**config.mk**
```make
export PLATFORM = sky130hd
export DESIGN_NAME = mask_index_iter_flat
export DESIGN_NICKNAME = d
export VERILOG_FILES = /design/src/rtl/mask_index_iter_if.sv /design/src/rtl/mask_index_iter.sv /design/src/flat_wrapper.sv
export SDC_FILE = /design/constraint.sdc
export NUM_CORES = 1
export LEC_CHECK = 0
export ABC_AREA = 0
export BUFFER_PORTS_ARGS = -buffer_cell sky130_fd_sc_hd__buf_2
export CAP_MARGIN = 0
export CORE_MARGIN = 4
export CORE_UTILIZATION = 57
export DETAILED_ROUTE_END_ITERATION = 8
export PLACE_DENSITY = 0.89
export SLEW_MARGIN = 20
export SYNTH_ARGS = -nofsm -noshare
export SYNTH_HDL_FRONTEND = slang
export SYNTH_SLANG_ARGS = --single-unit
```
**constraint.sdc**
```tcl
create_clock -name clk_i -period 3.75 [get_ports clk_i]
set_clock_uncertainty 0.2 [all_clocks]
set_input_delay 0.75 -clock clk_i [delete_from_list [all_inputs] [get_ports clk_i]]
set_output_delay 0.75 -clock clk_i [all_outputs]
set_load 0.03 [all_outputs]
```
**src/rtl/mask_index_iter_if.sv**
```systemverilog
// mask_index_iter_if: handshake bundle for mask_index_iter
//   in_valid_i/in_ready_o/in_mask_i : mask input handshake
//   flush_i                         : synchronous abort
//   out_valid_o/out_ready_i         : index output handshake
//   out_idx_o/out_last_o/out_seq_o  : index, final-bit flag, ordinal
//   zero_mask_o/busy_o              : all-zero pulse, iteration in progress
interface mask_index_iter_if #(
  parameter int WIDTH = 32
);
  localparam int IDX_W = WIDTH > 1 ? $clog2(WIDTH) : 1;
  localparam int SEQ_W = $clog2(WIDTH + 1);
  logic             in_valid_i;
  logic             in_ready_o;
  logic [WIDTH-1:0] in_mask_i;
  logic             flush_i;
  logic             out_valid_o;
  logic             out_ready_i;
  logic [IDX_W-1:0] out_idx_o;
  logic             out_last_o;
  logic [SEQ_W-1:0] out_seq_o;
  logic             zero_mask_o;
  logic             busy_o;
  modport slave (
    input  in_valid_i, in_mask_i, flush_i, out_ready_i,
    output in_ready_o, out_valid_o, out_idx_o, out_last_o, out_seq_o, zero_mask_o, busy_o
  );
  modport master (
    output in_valid_i, in_mask_i, flush_i, out_ready_i,
    input  in_ready_o, out_valid_o, out_idx_o, out_last_o, out_seq_o, zero_mask_o, busy_o
  );
endinterface

```
**src/rtl/mask_index_iter.sv**
```systemverilog
// mask_index_iter: emits the positions of set bits of an accepted mask, one per handshake
//   clk_i  : clock, rising edge
//   rst_ni : asynchronous active-low reset
//   bus    : mask_index_iter_if slave (input mask handshake, flush, index output handshake, status)
//   MODE   : 0 = lowest set bit first, 1 = highest set bit first
module mask_index_iter #(
  parameter int WIDTH = 32,
  parameter bit MODE  = 1'b0
) (
  input logic             clk_i,
  input logic             rst_ni,
  mask_index_iter_if.slave bus
);
  localparam int IDX_W = WIDTH > 1 ? $clog2(WIDTH) : 1;
  localparam int SEQ_W = $clog2(WIDTH + 1);
  typedef enum logic {IDLE, ITER} state_t;
  state_t           state_q, state_d;
  logic [WIDTH-1:0] pend_q, pend_d;
  logic [SEQ_W-1:0] seq_q, seq_d;
  logic             zero_q, zero_d;
  logic [IDX_W-1:0] idx;
  logic             single, valid, accept, fire;
  // Priority pick; the last matching iteration wins, so scan toward the preferred end.
  always_comb begin
    idx = '0;
    for (int i = 0; i < WIDTH; i++) begin
      if (MODE) begin
        if (pend_q[i]) idx = IDX_W'(i);
      end else if (pend_q[WIDTH-1-i]) begin
        idx = IDX_W'(WIDTH-1-i);
      end
    end
  end
  // Exactly one bit set: nonzero and clearing the lowest set bit leaves nothing.
  assign single = (|pend_q) && ~|(pend_q & (pend_q - WIDTH'(1)));
  assign valid  = (state_q == ITER) && !bus.flush_i;
  assign accept = bus.in_valid_i && bus.in_ready_o;
  assign fire   = valid && bus.out_ready_i;
  assign bus.in_ready_o  = (state_q == IDLE) && !bus.flush_i;
  assign bus.out_valid_o = valid;
  assign bus.out_idx_o   = valid ? idx : '0;
  assign bus.out_last_o  = valid && single;
  assign bus.out_seq_o   = valid ? seq_q : '0;
  assign bus.zero_mask_o = zero_q;
  assign bus.busy_o      = state_q == ITER;
  always_comb begin
    state_d = state_q;
    pend_d  = pend_q;
    seq_d   = seq_q;
    zero_d  = 1'b0;
    if (bus.flush_i) begin
      state_d = IDLE;
      pend_d  = '0;
      seq_d   = '0;
    end else if (accept) begin
      if (|bus.in_mask_i) begin
        state_d = ITER;
        pend_d  = bus.in_mask_i;
        seq_d   = '0;
      end else begin
        zero_d = 1'b1;
      end
    end else if (fire) begin
      pend_d[idx] = 1'b0;
      seq_d       = single ? '0 : seq_q + SEQ_W'(1);
      state_d     = single ? IDLE : ITER;
    end
  end
  always_ff @(posedge clk_i or negedge rst_ni) begin
    if (!rst_ni) begin
      state_q <= IDLE;
      pend_q  <= '0;
      seq_q   <= '0;
      zero_q  <= 1'b0;
    end else begin
      state_q <= state_d;
      pend_q  <= pend_d;
      seq_q   <= seq_d;
      zero_q  <= zero_d;
    end
  end
endmodule

```
**src/flat_wrapper.sv**
```systemverilog
// flat-port wrapper written by rule: the top's interface ports become plain ports
module mask_index_iter_flat 
#(
  parameter int WIDTH = 32,
  parameter bit MODE  = 1'b0
)
  (clk_i, rst_ni, bus_in_valid_i, bus_in_mask_i, bus_flush_i, bus_out_ready_i, bus_in_ready_o, bus_out_valid_o, bus_out_idx_o, bus_out_last_o, bus_out_seq_o, bus_zero_mask_o, bus_busy_o);
  mask_index_iter_if #(.WIDTH(WIDTH)) bus_i ();
  input logic clk_i;
  input logic rst_ni;
  input wire logic [$bits(bus_i.in_valid_i)-1:0] bus_in_valid_i;
  input wire logic [$bits(bus_i.in_mask_i)-1:0] bus_in_mask_i;
  input wire logic [$bits(bus_i.flush_i)-1:0] bus_flush_i;
  input wire logic [$bits(bus_i.out_ready_i)-1:0] bus_out_ready_i;
  output wire logic [$bits(bus_i.in_ready_o)-1:0] bus_in_ready_o;
  output wire logic [$bits(bus_i.out_valid_o)-1:0] bus_out_valid_o;
  output wire logic [$bits(bus_i.out_idx_o)-1:0] bus_out_idx_o;
  output wire logic [$bits(bus_i.out_last_o)-1:0] bus_out_last_o;
  output wire logic [$bits(bus_i.out_seq_o)-1:0] bus_out_seq_o;
  output wire logic [$bits(bus_i.zero_mask_o)-1:0] bus_zero_mask_o;
  output wire logic [$bits(bus_i.busy_o)-1:0] bus_busy_o;
  assign bus_i.in_valid_i = bus_in_valid_i;
  assign bus_i.in_mask_i = bus_in_mask_i;
  assign bus_i.flush_i = bus_flush_i;
  assign bus_i.out_ready_i = bus_out_ready_i;
  assign bus_in_ready_o = bus_i.in_ready_o;
  assign bus_out_valid_o = bus_i.out_valid_o;
  assign bus_out_idx_o = bus_i.out_idx_o;
  assign bus_out_last_o = bus_i.out_last_o;
  assign bus_out_seq_o = bus_i.out_seq_o;
  assign bus_zero_mask_o = bus_i.zero_mask_o;
  assign bus_busy_o = bus_i.busy_o;
  mask_index_iter #(.WIDTH(WIDTH), .MODE(MODE)) u_core (.clk_i(clk_i), .rst_ni(rst_ni), .bus(bus_i));
endmodule
```
* Yosys cells after proc, flatten, opt, wreduce, memory -nomap -nowiden
Index checks and enable logic that the tools add are counted.
** Word-level totals
- Flip-flop bits (word level) :: 40
- Bits of input ports :: 37
- Word-level logic and storage cells :: 80
- Output and inout port bits :: 16
** Cells by class
- $lt $le $gt $ge :: 2
- Bitwise logic cells :: 4
- Add/sub/neg operators :: 2
- Muxes and demuxes :: 53
- Equal/unequal tests :: 1
- Reduce and logical (&&, ||, !) cells :: 14
** Operators with widths (number)
- $mux W5 :: 33
- $mux W32 :: 4
- $reduce_or A32 Y1 :: 3
- $and A32 B32 Y32 :: 2
- $mux W6 :: 6
- $not A32 Y32 :: 1
- $sub A32 B1 Y32 const B :: 1
- $mux W1 :: 9
- $logic_and A1 B1 Y1 :: 7
- $add A6 B1 Y6 const B :: 1
- $lt A5 B6 Y1 const B :: 1
- $demux W1 S5 :: 1
- $ge A5 B1 Y1 const B :: 1
- $ne A3 B3 Y1 const B :: 1
- $reduce_bool A3 Y1 :: 1
- $logic_not A1 Y1 :: 2
- $reduce_and A2 Y1 :: 1
- $not A1 Y1 :: 1

* Depth between registers and ports, before layout
- Depth in word-level cells :: 41
- Mapped depth :: 10
- Mapped depth without buffers :: 8

* Least setup slack after synthesis
No wires, ideal clock.
- Path type :: register to output
- Start point :: reg u_core.pend_q[4]
- End point :: out bus_out_last_o
- Data arrival time :: 2.670 ns
- Setup slack :: 0.130 ns
- Cell stages (with the launch flop) :: 8
- Data required time :: 2.800 ns
- Path buffers :: 1
- Cells stage by stage :: dfrtp_1 -> buf_6 -> nor4_4 -> nand3_2 -> o41ai_2 -> o2111ai_1 -> or4_4 -> nor3_1
** On the way
- Word-level cells in the longest chain between the ends :: 6
- Elaborated cells between the ends (all ways) :: 7
- Classes of those cells :: add/sub (1); bitwise (1); reduce/logical (5)
** RTL lines
- start, declared :: line mask_index_iter.sv:18 : logic [WIDTH-1:0] pend_q, pend_d;
- start signal, assigned :: line mask_index_iter.sv:77 : pend_q <= pend_d;
- $sub A32 B1 Y32 :: line mask_index_iter.sv:35 : assign single = (|pend_q) && ~|(pend_q & (pend_q - WIDTH'(1)));
- $and A32 B32 Y32 :: line mask_index_iter.sv:35
- $reduce_or A32 Y1 :: line mask_index_iter.sv:35
- $logic_not A1 Y1 :: line mask_index_iter.sv:35
- $logic_and A1 B1 Y1 * :: line mask_index_iter.sv:35
- $logic_and A1 B1 Y1 * :: line mask_index_iter.sv:42 : assign bus.out_last_o = valid && single;
- end, declared :: line flat_wrapper.sv:18 : output wire logic [$bits(bus_i.out_last_o)-1:0] bus_out_last_o;
Every way passes the cells marked *; elsewhere a longest branch is shown, timed or not.

* Final worst setup path
- Start point :: reg u_core.pend_q[3]
- End point :: out bus_out_last_o
Same word-level chain as after synthesis.

==> run metrics <==
Slew Limit Fails=0; Synth top area share=0.335; Tmin final=3.70 ns; first-pass GRT wire length=16700 µm; Hold Crit Depth=1; Reg2Reg Depth=7; static leakage=1.70 nW; Core Region=5110 µm²; largest area contributor in the netlist=dfrtp_1; initial antenna violation count=0; CTS sink cnt=40; H-tree depth=2; CTS tree=yes; fraction of registers with async set/reset=1.00; final net count=485; r2r setup slk=0.64 ns; sequential share of the synthesized area=0.335; Total GRT Usage=0.342; Area Growth Syn to Fin=21.5%; Chip Height=80.4 µm; slowest cell delay on critical path=0.57 ns; Netlist cell types=61; Routed Antenna Nets=0; Power Total=1.62 mW; Mapped Cells=378; top post-synthesis cells by area=dfrtp_1 (33%), a21oi_1 (4.9%), nand2_1 (4.8%); worst vdd ir=322 µV; routability cong.=0.981; Max FO, Critical Path=9; crit path buf inv count=2; vias in the first global route=3153; maxcap violations=0; synthesized area=2990 µm²; CP Class=register to output port; Worst Hold Class=register to register; vias per inst=6.74; Setup crit end kind=output port; status=finished clean; slowest stage cell on the critical path=or4_4; port buffer count=52; crit-path cells=nor4_4 > buf_6 > nand3_2 > o41ai_2 > o2111ai_1 > or4_4 > nor3_1 > buf_4; pin slew with the least headroom to its limit=0.945 ns; First-pass DRT Iterations=7; clk buf depth=2; WP data arrival=2.75 ns; Final Hold Vio Count=0; Post-Route WL=10900 µm; Final Util=0.711; iteration-0 DRC count of the detailed router=347; DRC=0; Post-synth EDFFs=0; Site Rows=26; #FFs+latches synth=40; Max Fclk=270 MHz; ANT cells=0; CTS Buf Count=5; DPL Wire Length=8170 µm; Required @ worst endpoint=2.80 ns; RR Startpoint=u_core.pend_q[27]; PD cells=446 nW/µm²; Chip Width=80.4 µm; syn nets=416; Reg clk slew, reported paths=0.09 ns; reg2reg end=u_core.pend_q[5]; nature of the critical path startpoint=register; Starting Density=0.585; Clock Latency Late Sink=0.31 ns; WL per Instance=21.0 µm; most numerous cell in the Yosys netlist=dfrtp_1; die area=6470 µm²; Worst path top cell family by delay=simple AND/OR/NAND/NOR gates; Via Count=3489; I/O pin cnt=53; Hold Startpoint=u_core.seq_q[5]; share of layout cells above drive strength 1=0.250; Root Buffer=clkbuf_8; Yosys Warn Count=0; grt ovf=0; worst hold endpoint=u_core.seq_q[5]; setup TNS=0 ns; largest net degree at the start of global routing=41; Post-synth top cells=dfrtp_1 (40), nand2_1 (38), nor2_1 (34), a21oi_1 (29), o21ai_0 (21); Setup violations, final=0; RSZ-0062 raised after global routing=no; period utilization=0.987; total placed cells including tap cells=506; fin cells=518; Avg Cell Area, Syn=7.91 µm²; Primary FF master, synth=dfrtp_1; Slew headroom=0.370
flip-flops by register name, indices dropped and copies added, names as in the netlist:
signal                  cells
u_core.pend_q              32
u_core.seq_q                6
u_core.bus.zero_mask_o      1
u_core.bus.busy_o           1
power breakdown:
| part | leakage (nW) | internal, mW | switching [mW] | total [mW] |
|---|---|---|---|---|
| combinational | 1.12 | 0.296 | 0.459 | 0.755 |
| sequential | 0.534 | 0.471 | 0.0692 | 0.540 |
| clock | 0.0434 | 0.149 | 0.175 | 0.324 |
| total | 1.70 | 0.916 | 0.703 | 1.62 |
routing by layer:
layer | share of wire | global-route usage
met1 | 0.41 | 0.480
met4 | 0.025 | 0.0895
met3 | 0.11 | 0.0729
met5 | 0 | 0
met2 | 0.45 | 0.535
worst max-delay path by stage:
| stage | start | endpoint | slack (ns) | cells after the start |
|---|---|---|---|---|
| after floorplan | u_core.pend_q[4] | bus_out_last_o | 0.13 | 7 |
| after global placement | u_core.pend_q[11] | bus_out_last_o | 0.25 | 7 |
| after detailed placement | u_core.pend_q[11] | bus_out_last_o | 0.21 | 7 |
| after CTS | u_core.pend_q[11] | bus_out_last_o | 0.01 | 7 |
| after global routing | u_core.pend_q[3] | bus_out_last_o | 0.004 | 8 |
| final | u_core.pend_q[3] | bus_out_last_o | 0.05 | 8 |
final cells by class:
cell class / instances / area (µm²)
Clock buffer: 6 / 82.6
Clock inverter: 2 / 15.0
Fill cell: 438 / 1480
Inverter: 17 / 63.8
Multi-Input combinational cell: 297 / 1860
Sequential cell: 40 / 1000
Tap cell: 70 / 87.6
Timing Repair Buffer: 86 / 522
cells in the final DEF, fill, tap and decap left out, types with 3 or more instances in the layout:
master	synthesis	routed
buf_2	3	51
dfrtp_1	40	39
nand2_1	38	38
buf_4	0	34
nor2_1	34	33
a21oi_1	29	29
o21ai_0	21	21
nor3_1	18	18
inv_1	17	17
nand3_1	14	14
and2_1	13	13
nor4_1	11	11
a31oi_1	9	9
a21o_1	8	8
nand2b_1	7	7
a211o_1	7	7
and3_1	7	7
nor3b_1	7	7
a32o_1	6	6
clkbuf_8	0	6
o21bai_1	5	5
nor4_4	2	4
a211oi_1	4	4
a2111oi_0	5	4
or2_2	3	3
nand4_1	3	3
or3_1	3	3
maj3_1	3	3
a22oi_1	3	3
a41o_1	3	3
cells by family after synthesis:
group / count (synthesis) / synth area share
XOR/XNOR: 1 / 0.00293
flip-flops: 40 / 0.335
buffers and inverters: 41 / 0.0552
AO/OA/AOI/OAI: 121 / 0.284
AND/OR/NAND/NOR: 171 / 0.309
adder cells (fa/ha/maj): 4 / 0.0142
metrics by stage:
step,setup slack (ns),instance area (µm²),hold WS [ns]
2_1_floorplan,0.130,2990,0.254
3_3_place_gp,0.252,3460,0.293
3_5_place_dp,0.205,3460,0.310
4_1_cts,0.0123,3600,0.326
5_1_grt,0.00409,3630,0.344
6_report,0.0495,3630,0.329
repair_timing:
| item | in CTS | in global routing |
|---|---|---|
| pin swaps | 1 | 3 |
| endpoints found under the hold margin | 0 | 0 |
| cloned | 0 | 0 |
| hold buffers | 0 | 0 |
| gates resized for setup | 5 | 3 |
| setup buffers | 2 | 2 |
| endpoints found under the setup margin | 1 | 1 |
No activity file was read; power rests on OpenSTA's default activity.
